File: src/rtl/network_batch_ctrl_if.sv
// Sample write channel of network_batch_ctrl.
//   wr_valid   host -> ctrl  sample write request
//   wr_pixels  host -> ctrl  HEIGHT-bit pixel vector to buffer
//   wr_ready   ctrl -> host  buffer accepts a write this cycle
interface network_batch_ctrl_if #(
    parameter int HEIGHT = 7
) ();
    logic              wr_valid;
    logic [HEIGHT-1:0] wr_pixels;
    logic              wr_ready;

    modport master (output wr_valid, output wr_pixels, input wr_ready);
    modport slave  (input wr_valid, input wr_pixels, output wr_ready);
endinterface

File: src/rtl/network_batch_ctrl.sv
// Batch sequencer around run_network. Buffers up to DEPTH pixel vectors,
// then on go presents each one to run_network, pulses start, waits the
// fixed run length, samples the 2-bit verdict and tallies the results.
// Ports:
//   clk, rst     clock, synchronous active-high reset
//   wr           sample write channel (slave modport)
//   go           start a batch over all buffered samples
//   pixels       registered FIFO head presented to run_network
//   start        one-cycle start pulse to run_network
//   neuron_out   verdict: 01 pos, 10 neg, 00/11 unknown
//   busy, done   batch in progress / one-cycle completion pulse
//   pos_count, neg_count, unk_count, result_bits   per-batch results
module network_batch_ctrl #(
    parameter int HEIGHT     = 7,
    parameter int DEPTH      = 16,
    parameter int RUN_CYCLES = 7168
) (
    input  logic                         clk,
    input  logic                         rst,
    network_batch_ctrl_if.slave          wr,
    input  logic                         go,
    output logic [HEIGHT-1:0]            pixels,
    output logic                         start,
    input  logic [1:0]                   neuron_out,
    output logic                         busy,
    output logic                         done,
    output logic [$clog2(DEPTH+1)-1:0]   pos_count,
    output logic [$clog2(DEPTH+1)-1:0]   neg_count,
    output logic [$clog2(DEPTH+1)-1:0]   unk_count,
    output logic [DEPTH-1:0]             result_bits
);
    localparam int CW = $clog2(DEPTH + 1);
    localparam int PW = $clog2(DEPTH);
    localparam int WW = $clog2(RUN_CYCLES + 2);

    typedef enum logic [2:0] {
        S_IDLE, S_START, S_WAIT, S_SAMPLE, S_DONE
    } state_t;

    state_t state, state_next;

    logic [HEIGHT-1:0] mem [DEPTH];
    logic [PW-1:0]     wr_ptr, rd_ptr, rd_ptr_inc, idx;
    logic [CW-1:0]     fill;
    logic [WW-1:0]     wait_cnt;
    logic              wr_fire, pop, clear;

    assign busy        = (state != S_IDLE);
    assign wr.wr_ready = !busy && (fill < CW'(DEPTH));
    assign wr_fire     = wr.wr_valid && wr.wr_ready;
    assign rd_ptr_inc  = rd_ptr + PW'(1);

    always_ff @(posedge clk) begin
        if (rst) state <= S_IDLE;
        else     state <= state_next;
    end

    always_comb begin
        state_next = state;
        start      = 1'b0;
        done       = 1'b0;
        clear      = 1'b0;
        pop        = 1'b0;
        case (state)
            S_IDLE: begin
                if (go) begin
                    clear = 1'b1;
                    // a same-cycle write counts toward the batch
                    state_next = (fill == '0 && !wr_fire) ? S_DONE : S_START;
                end
            end
            S_START: begin
                start      = 1'b1;
                state_next = S_WAIT;
            end
            S_WAIT: begin
                if (wait_cnt == WW'(1)) state_next = S_SAMPLE;
            end
            S_SAMPLE: begin
                pop        = 1'b1;
                state_next = (fill == CW'(1)) ? S_DONE : S_START;
            end
            S_DONE: begin
                done       = 1'b1;
                state_next = S_IDLE;
            end
            default: state_next = S_IDLE;
        endcase
    end

    always_ff @(posedge clk) begin
        if (wr_fire) mem[wr_ptr] <= wr.wr_pixels;
    end

    always_ff @(posedge clk) begin
        if (rst) begin
            wr_ptr      <= '0;
            rd_ptr      <= '0;
            fill        <= '0;
            idx         <= '0;
            wait_cnt    <= '0;
            pixels      <= '0;
            pos_count   <= '0;
            neg_count   <= '0;
            unk_count   <= '0;
            result_bits <= '0;
        end else begin
            if (wr_fire) wr_ptr <= wr_ptr + PW'(1);
            if (pop)     rd_ptr <= rd_ptr_inc;
            fill <= fill + CW'(wr_fire) - CW'(pop);

            // Load the head one cycle ahead so it is stable from START on.
            // From IDLE with an empty buffer the head is the same-cycle write;
            // from SAMPLE it is the entry behind the one being popped.
            if (state_next == S_START) begin
                if (state == S_SAMPLE)  pixels <= mem[rd_ptr_inc];
                else if (fill == '0)    pixels <= wr.wr_pixels;
                else                    pixels <= mem[rd_ptr];
            end

            if (state == S_START)     wait_cnt <= WW'(RUN_CYCLES + 1);
            else if (state == S_WAIT) wait_cnt <= wait_cnt - WW'(1);

            if (clear) begin
                pos_count   <= '0;
                neg_count   <= '0;
                unk_count   <= '0;
                result_bits <= '0;
                idx         <= '0;
            end else if (state == S_SAMPLE) begin
                case (neuron_out)
                    2'b01: begin
                        pos_count        <= pos_count + CW'(1);
                        result_bits[idx] <= 1'b1;
                    end
                    2'b10:   neg_count <= neg_count + CW'(1);
                    default: unk_count <= unk_count + CW'(1);
                endcase
                idx <= idx + PW'(1);
            end
        end
    end
endmodule

File: src/flat_wrapper.sv
// flat-port wrapper written by rule: the top's interface ports become plain ports
module network_batch_ctrl_flat 
#(
    parameter int HEIGHT     = 7,
    parameter int DEPTH      = 16,
    parameter int RUN_CYCLES = 7168
)
  (clk, rst, go, pixels, start, neuron_out, busy, done, pos_count, neg_count, unk_count, result_bits, wr_wr_valid, wr_wr_pixels, wr_wr_ready);
  network_batch_ctrl_if #(.HEIGHT(HEIGHT)) wr_i ();
  input  logic clk;
  input  logic rst;
  input  logic go;
  output logic [HEIGHT-1:0] pixels;
  output logic start;
  input  logic [1:0] neuron_out;
  output logic busy;
  output logic done;
  output logic [$clog2(DEPTH+1)-1:0] pos_count;
  output logic [$clog2(DEPTH+1)-1:0] neg_count;
  output logic [$clog2(DEPTH+1)-1:0] unk_count;
  output logic [DEPTH-1:0] result_bits;
  input wire logic [$bits(wr_i.wr_valid)-1:0] wr_wr_valid;
  input wire logic [$bits(wr_i.wr_pixels)-1:0] wr_wr_pixels;
  output wire logic [$bits(wr_i.wr_ready)-1:0] wr_wr_ready;
  assign wr_i.wr_valid = wr_wr_valid;
  assign wr_i.wr_pixels = wr_wr_pixels;
  assign wr_wr_ready = wr_i.wr_ready;
  network_batch_ctrl #(.HEIGHT(HEIGHT), .DEPTH(DEPTH), .RUN_CYCLES(RUN_CYCLES)) u_core (.clk(clk), .rst(rst), .wr(wr_i), .go(go), .pixels(pixels), .start(start), .neuron_out(neuron_out), .busy(busy), .done(done), .pos_count(pos_count), .neg_count(neg_count), .unk_count(unk_count), .result_bits(result_bits));
endmodule
File: config.mk
export PLATFORM = sky130hd
export DESIGN_NAME = network_batch_ctrl_flat
export DESIGN_NICKNAME = d
export VERILOG_FILES = /design/src/rtl/network_batch_ctrl_if.sv /design/src/rtl/network_batch_ctrl.sv /design/src/flat_wrapper.sv
export SDC_FILE = /design/constraint.sdc
export NUM_CORES = 1
export LEC_CHECK = 0
export CAP_MARGIN = 15
export CORE_MARGIN = 10
export CORE_UTILIZATION = 45
export CTS_CLUSTER_SIZE = 8
export DETAILED_ROUTE_END_ITERATION = 7
export GPL_ROUTABILITY_DRIVEN = 1
export PLACE_DENSITY_LB_ADDON = 0.12
export SYNTH_ARGS = -nofsm -noshare
export SYNTH_HDL_FRONTEND = slang
export SYNTH_SLANG_ARGS = --single-unit
File: constraint.sdc
create_clock -name clk -period 3.3 [get_ports clk]
set_input_delay 0.33 -clock clk [delete_from_list [all_inputs] [get_ports clk]]
set_output_delay 0.33 -clock clk [all_outputs]
set_load 0.05 [all_outputs]
==> run metrics, run 1 <==
Clock Tree Root clkbuf_16; WHS Path Cells 2; switch share about a third; Initial DRC Count ~400; final setup fails 0; final antenna-violating net count 0; CP Max Fanout 11; ys async rst share 0%; row count 50; RR Endpoint u_core.fill[4]; Synth area leaders edfxtp_1, dfxtp_1, mux4_2; clock-pin slew on the worst setup and hold paths roughly 0.070 ns; Clock power frac 31.4%; Hold EP u_core.pixels[5]; core area roughly 19000 sq um; pwr dens between 600 and 700 nW/um^2; Netlist cell types a little under 50; fillers between 1.5k and 2k; Clock Path Buffers 2; top-count cell post-synth edfxtp_1; gr usage total 16.7%; Hold Path Origin u_core.pixels[5]; Crit path arrival time approximately 2.9 ns; clock latency on the worst-skew pair between 0.4 and 0.5 ns; global-route wire length before repair about 31 mm; min cycle time layout 2.53 ns; TNS Setup 0 ns; CTS tree yes; Synth warnings 0; unrepaired setup endpoints after global routing false; Worst Skew around 0.014 ns; sequential area share after synthesis 56.5%; Power, Total 6940 uW; setup bufs post-CTS 0; NetSw 2220 uW; area leader, netlist edfxtp_1; die area roughly 25000 sq um; Post-synth top cells edfxtp_1, nor2_1, dfxtp_1; sequential power share a little over two fifths; Reg2Reg Setup Slack roughly 0.77 ns; Port Buf Inserts 54; RD Place Congestion 0.825; DRT Wirelength 20.2 mm; largest net degree at the start of global routing 36; Critical Path, Cell by Cell nor4_2 > and2_1 > ha_1 > inv_1 > fa_1 > inv_1 > a21oi_1 > nor2_1 > or3_1 > a21oi_1; normalized max-slew margin about two fifths; Final Max Tran Viols 0; Reg area 4870 sq um; syn_area_per_cell 13.1 sq um; Register-to-Register Path Depth 10; final count of hold timing violations 0; worst min-delay path class flop to flop; cell area after synthesis between 8000 and 9000 sq um; Setup CP Type flop to flop; Layout Area Growth over Synthesis 17.5%; fin crit share between 70% and 80%; worst path bufs/invs 2; Final #Nets between 700 and 800; Leak 0.00346 uW; vias in the first global route approximately 5.6k; Worst Path Required 3.62 ns; CP max-delay cell and2_1; I/O pin cnt 55; Int Power around 4700 uW; post_cts resized 0; DRC 0; Worst path top cell family by delay simple AND/OR/NAND/NOR gates; status complete, no violations; syn nets roughly 700; flops & latches, synth 187; critical path capture point type flop; area of the multi-input gates between 3000 and 4000 sq um; H-tree depth 4; final antenna diode count 0; via count about 5.5k; Synth top area share around 39%; Combinational Power Share 27.0%; worst-margin pin slew 0.889 ns; Fmax 395 MHz; Peak supply drop 0.000449 V; Synth Flop Type edfxtp_1; vias per std cell roughly 5.7; Num Clock Sinks roughly 190; Starting Density a little under half; slowest stage delay, CP around 0.47 ns; Pre-antenna DRT Iters 5; number of flops mapped to enable cells by yosys roughly 110; Worst setup SP type flop; DR WL/cell ~21 microns; worst r2r src u_core.state[2]; Die Ht ~160 microns; grt ovf 0; layout cells sized above 1 between 10% and 20%; Post-DP HPWL between 10 and 15 mm; CTS Hold Bufs 0; CTS buffer count 17; MaxCap Viol Count 0; cell count after synthesis roughly 660; overall die width between 150 and 200 microns; initial antenna violation count 0
==> power groups by stage <==
stage | combinational [uW] | sequential (uW) | clock, uW
global route | 2040 | 2910 | 2340
global placement | 1830 | 2920 | 0
finish | 1870 | 2880 | 2180
CTS | 1880 | 2880 | 2220
detailed placement | 1880 | 2930 | 0
floorplan | 1260 | 3000 | 0
==> worst max path at each step <==
stage | from | end | slack [ns] | depth (start not counted)
2_1_floorplan | u_core.state[0] | u_core.fill[4] | 0.28 | 12
3_3_place_gp | go | u_core.pixels[5] | 0.78 | 7
3_5_place_dp | u_core.state[2] | u_core.fill[4] | 0.78 | 10
4_1_cts | u_core.state[2] | u_core.fill[4] | 0.76 | 10
5_1_grt | u_core.rd_ptr[0] | u_core.pixels[6] | 0.53 | 7
6_report | u_core.state[2] | u_core.fill[4] | 0.77 | 10
==> routing by layer <==
layer | GRT usage, % | share of wire, % | up-vias
li1 | - | - | 2559
met1 | 21.2 | 43 | 2779
met2 | 27.9 | 50 | 153
met3 | 3.35 | 5.3 | 19
met4 | 5.21 | 1.3 | 0
met5 | 0 | 0 | -
==> layout make-up <==
cell class,instances,share of cell area [%]
Clock buffer,19,4.70
Sequential cell,187,48.1
Tap cell,234,2.89
Inverter,33,1.22
Multi-Input combinational cell,395,34.0
Clock inverter,13,1.61
Timing Repair Buffer,81,7.47
==> cells by family after synthesis <==
logic type                 synth area share (%)
adders and majority gates                  3.43
muxes                                      15.5
xor gates and xnor gates                   3.36
DFF                                        56.5
AOI/OAI and AO/OA                          5.94
and+or+nand+nor                            11.6
buffers and inverters                      3.63
==> cells in the final DEF (no fill, tap or decap), types with 19 or more instances in the layout <==
cell type	synthesis	final
edfxtp_1	112	112
nor2_1	79	79
dfxtp_1	75	73
mux4_2	54	54
clkdlybuf4s50_1	0	54
inv_1	31	31
nand2_1	27	27
a21oi_1	26	26
buf_4	1	26
ha_1	22	22
xor2_1	21	21
nor2b_1	21	21
clkbuf_16	0	19
==> registers in the layout, summed over array words and instances (netlist names), named ones only <==
| name | cells |
|---|---|
| u_core.state | 3 |
| u_core.result_bits | 16 |
| u_core.neg_count | 5 |
| u_core.wait_cnt | 13 |
| u_core.mem | 112 |
| u_core.pixels | 7 |
| u_core.wr_ptr | 4 |
| u_core.idx | 4 |
| u_core.rd_ptr | 4 |
| u_core.fill | 5 |
| u_core.pos_count | 5 |
| u_core.unk_count | 5 |
==> worst min-delay path, cell delays in order, from the launching register on <==
cell and delay, ns:
dfxtp_1 0.32, nand2_1 0.05, o21ai_1 0.05
==> through the flow <==
stage	hold WS [ns]	area (sq um)	std cells	setup WS, ns	utilization, %
floorplan	0.402	8620	655	0.276	-
global placement	0.455	9480	930	0.781	50.5
detailed placement	0.458	9480	930	0.778	50.5
CTS	0.468	10100	962	0.761	53.9
global route	0.481	10100	962	0.532	53.9
finish	0.460	10100	962	0.766	53.9
No activity file was read; power rests on OpenSTA's default activity.
==> run 2, diff against run 1 <==
clock period = 2.3 ns   (was 3.3 ns; I/O delays follow)
==> run 2 against run 1 <==
Non-clock buffer count grew 22. Clock skew down 0.0033 ns. Critical path depth is 7 lower. Clock power up 30%. Sequential share of layout area shrank 1.3 points. Sequential power is 43% higher. Core utilization increased by 1.5 points. First-iteration DRC count is 1.0% lower. Highest routed layer unchanged.
==> run metrics, run 2 (same netlist as run 1, synthesis figures left out) <==
Layout Area Growth over Synthesis 20.8%; CTS tree yes; Worst setup SP type flop; vias in the first global route just under 6k; initial antenna violation count 0; min cycle time layout around 2.2 ns; Fmax roughly 450 MHz; CTS buffer count 17; Clock power frac between 20% and 30%; NetSw ~3300 uW; switch share 33.4%; met3 wire len a little over 1 mm; Initial DRC Count around 400; largest register by flop count u_core.mem; Pre-antenna DRT Iters 4; die area around 25000 sq um; DR WL/cell approximately 21 microns; Num Clock Sinks roughly 190; global-route wire length before repair between 30 and 40 mm; CTS Hold Bufs 0; Clock Tree Root clkbuf_16; Largest register FFs between 100 and 150; CP max-delay cell clkdlybuf4s50_1; post_cts resized 0; Clock Path Buffers 2; TNS Setup 0 ns; Routed met2 length between 10 and 15 mm; Crit path arrival time approximately 2 ns; pwr dens around 950 nW/um^2; Final Max Tran Viols 0; setup bufs post-CTS 0; row count 50; Leak ~0.0036 uW; Die Ht between 150 and 200 microns; CP Max Fanout 5; Final #Nets 773; Peak supply drop 0.000686 V; Worst Path Required just over 2 ns; gr usage total between 10% and 20%; Starting Density 45.9%; RD Place Congestion 0.861; fin crit share between 90% and 100%; Critical Path, Cell by Cell buf_4 > or3_1 > clkdlybuf4s50_1; largest net degree at the start of global routing 36; Top Registers u_core.mem x112, u_core.result_bits x16, u_core.wait_cnt x13; H-tree depth 4; worst min-delay path class flop to flop; most common cell after layout, fill and taps aside edfxtp_1; clock latency on the worst-skew pair between 0.4 and 0.5 ns; final core utilization ~55%; vias per std cell ~5.8; I/O pin cnt 55; grt ovf 0; worst-margin pin slew around 0.66 ns; M1 WL 9.03 mm; normalized max-slew margin approximately 56%; unrepaired setup endpoints after global routing false; final count of hold timing violations 0; Int Power approximately 6600 uW; core area 18800 sq um; via count between 5k and 6k; MaxCap Viol Count 0; Setup CP Type flop to primary output; WHS Path Cells 2; DRC 0; Port Buf Inserts 54; final antenna-violating net count 0; Power, Total between 9000 and 10000 uW; status complete, no violations; sequential power share a little over two fifths; DRT Wirelength 21.1 mm; most frequent cells in the layout edfxtp_1, dfxtp_1, nor2_1; clock-pin slew on the worst setup and hold paths ~0.07 ns; DR top layer met4; critical path capture point type primary output; overall die width 158 microns; Post-DP HPWL 14.8 mm; slowest stage delay, CP about 0.70 ns; Combinational Power Share 29.5%; final setup fails 0; final antenna diode count 0; Worst Skew around 0.010 ns; layout cells sized above 1 approximately 22%; Register-to-Register Path Depth 5
run 2: changes by cell type in the layout (fill, tap and decap cells not counted), moves of 3 or more:
cell    previous run  this run
buf_12             1         4
buf_4             26        42
nor2_1            79        67
nor2_2             0        12
nor3_1            11         7
nor3_4             0         4
run 2: area by class of cell:
cell class	instances	area, sq um
clock inverter	14	135
multi-input combinational	395	3560
fill	1547	8360
inverter	33	124
clock buffer	18	429
tap	234	293
sequential	187	4870
timing repair buffer	103	988
run 2: metrics by stage:
step	setup WS [ns]	cells	area (sq um)	hold slack, ns
floorplan	-0.227	655	8750	0.302
global placement	0.0885	951	9780	0.454
detailed placement	0.0492	951	9780	0.458
CTS	0.000705	983	10300	0.470
global route	0.00865	984	10400	0.499
finish	0.0708	984	10400	0.468
run 2: worst max-delay path: cells and delay by family, from the launching register on:
kind,cells,cell delay (ns)
buf+inv,2,0.87
flops,1,0.37
simple gates,1,0.33
run 2: power groups by stage:
stage / registers, uW / clock network (uW) / logic [uW]
floorplan: 4310 / 0 / 1910
global placement: 4180 / 0 / 2830
detailed placement: 4190 / 0 / 2910
CTS: 4120 / 2900 / 2930
global route: 4160 / 3060 / 3190
finish: 4120 / 2840 / 2920
run 2: path summary, 6_finish.rpt:
| check | endpoint | slack [ns] | startpoint |
|---|---|---|---|
| min | u_core.pixels[5] | 0.47 | u_core.pixels[5] |
| max | busy | 0.07 | u_core.state[1] |
| max reg2reg | u_core.pixels[3] | 0.09 | u_core.rd_ptr[0] |
| min reg2reg | u_core.pixels[5] | 0.47 | u_core.pixels[5] |
run 2: routing by layer:
metal / vias up / GRT usage [%]
li1: 2605 / -
met1: 2886 / 21.5
met2: 163 / 29.5
met3: 29 / 3.53
met4: 0 / 5.65
met5: - / 0
==> run 3, diff against run 2 <==
GPL_ROUTABILITY_DRIVEN = default   (was 1)
==> results of run 3 <==
The final DEF is identical to that of run 2; final timing and power are the same.
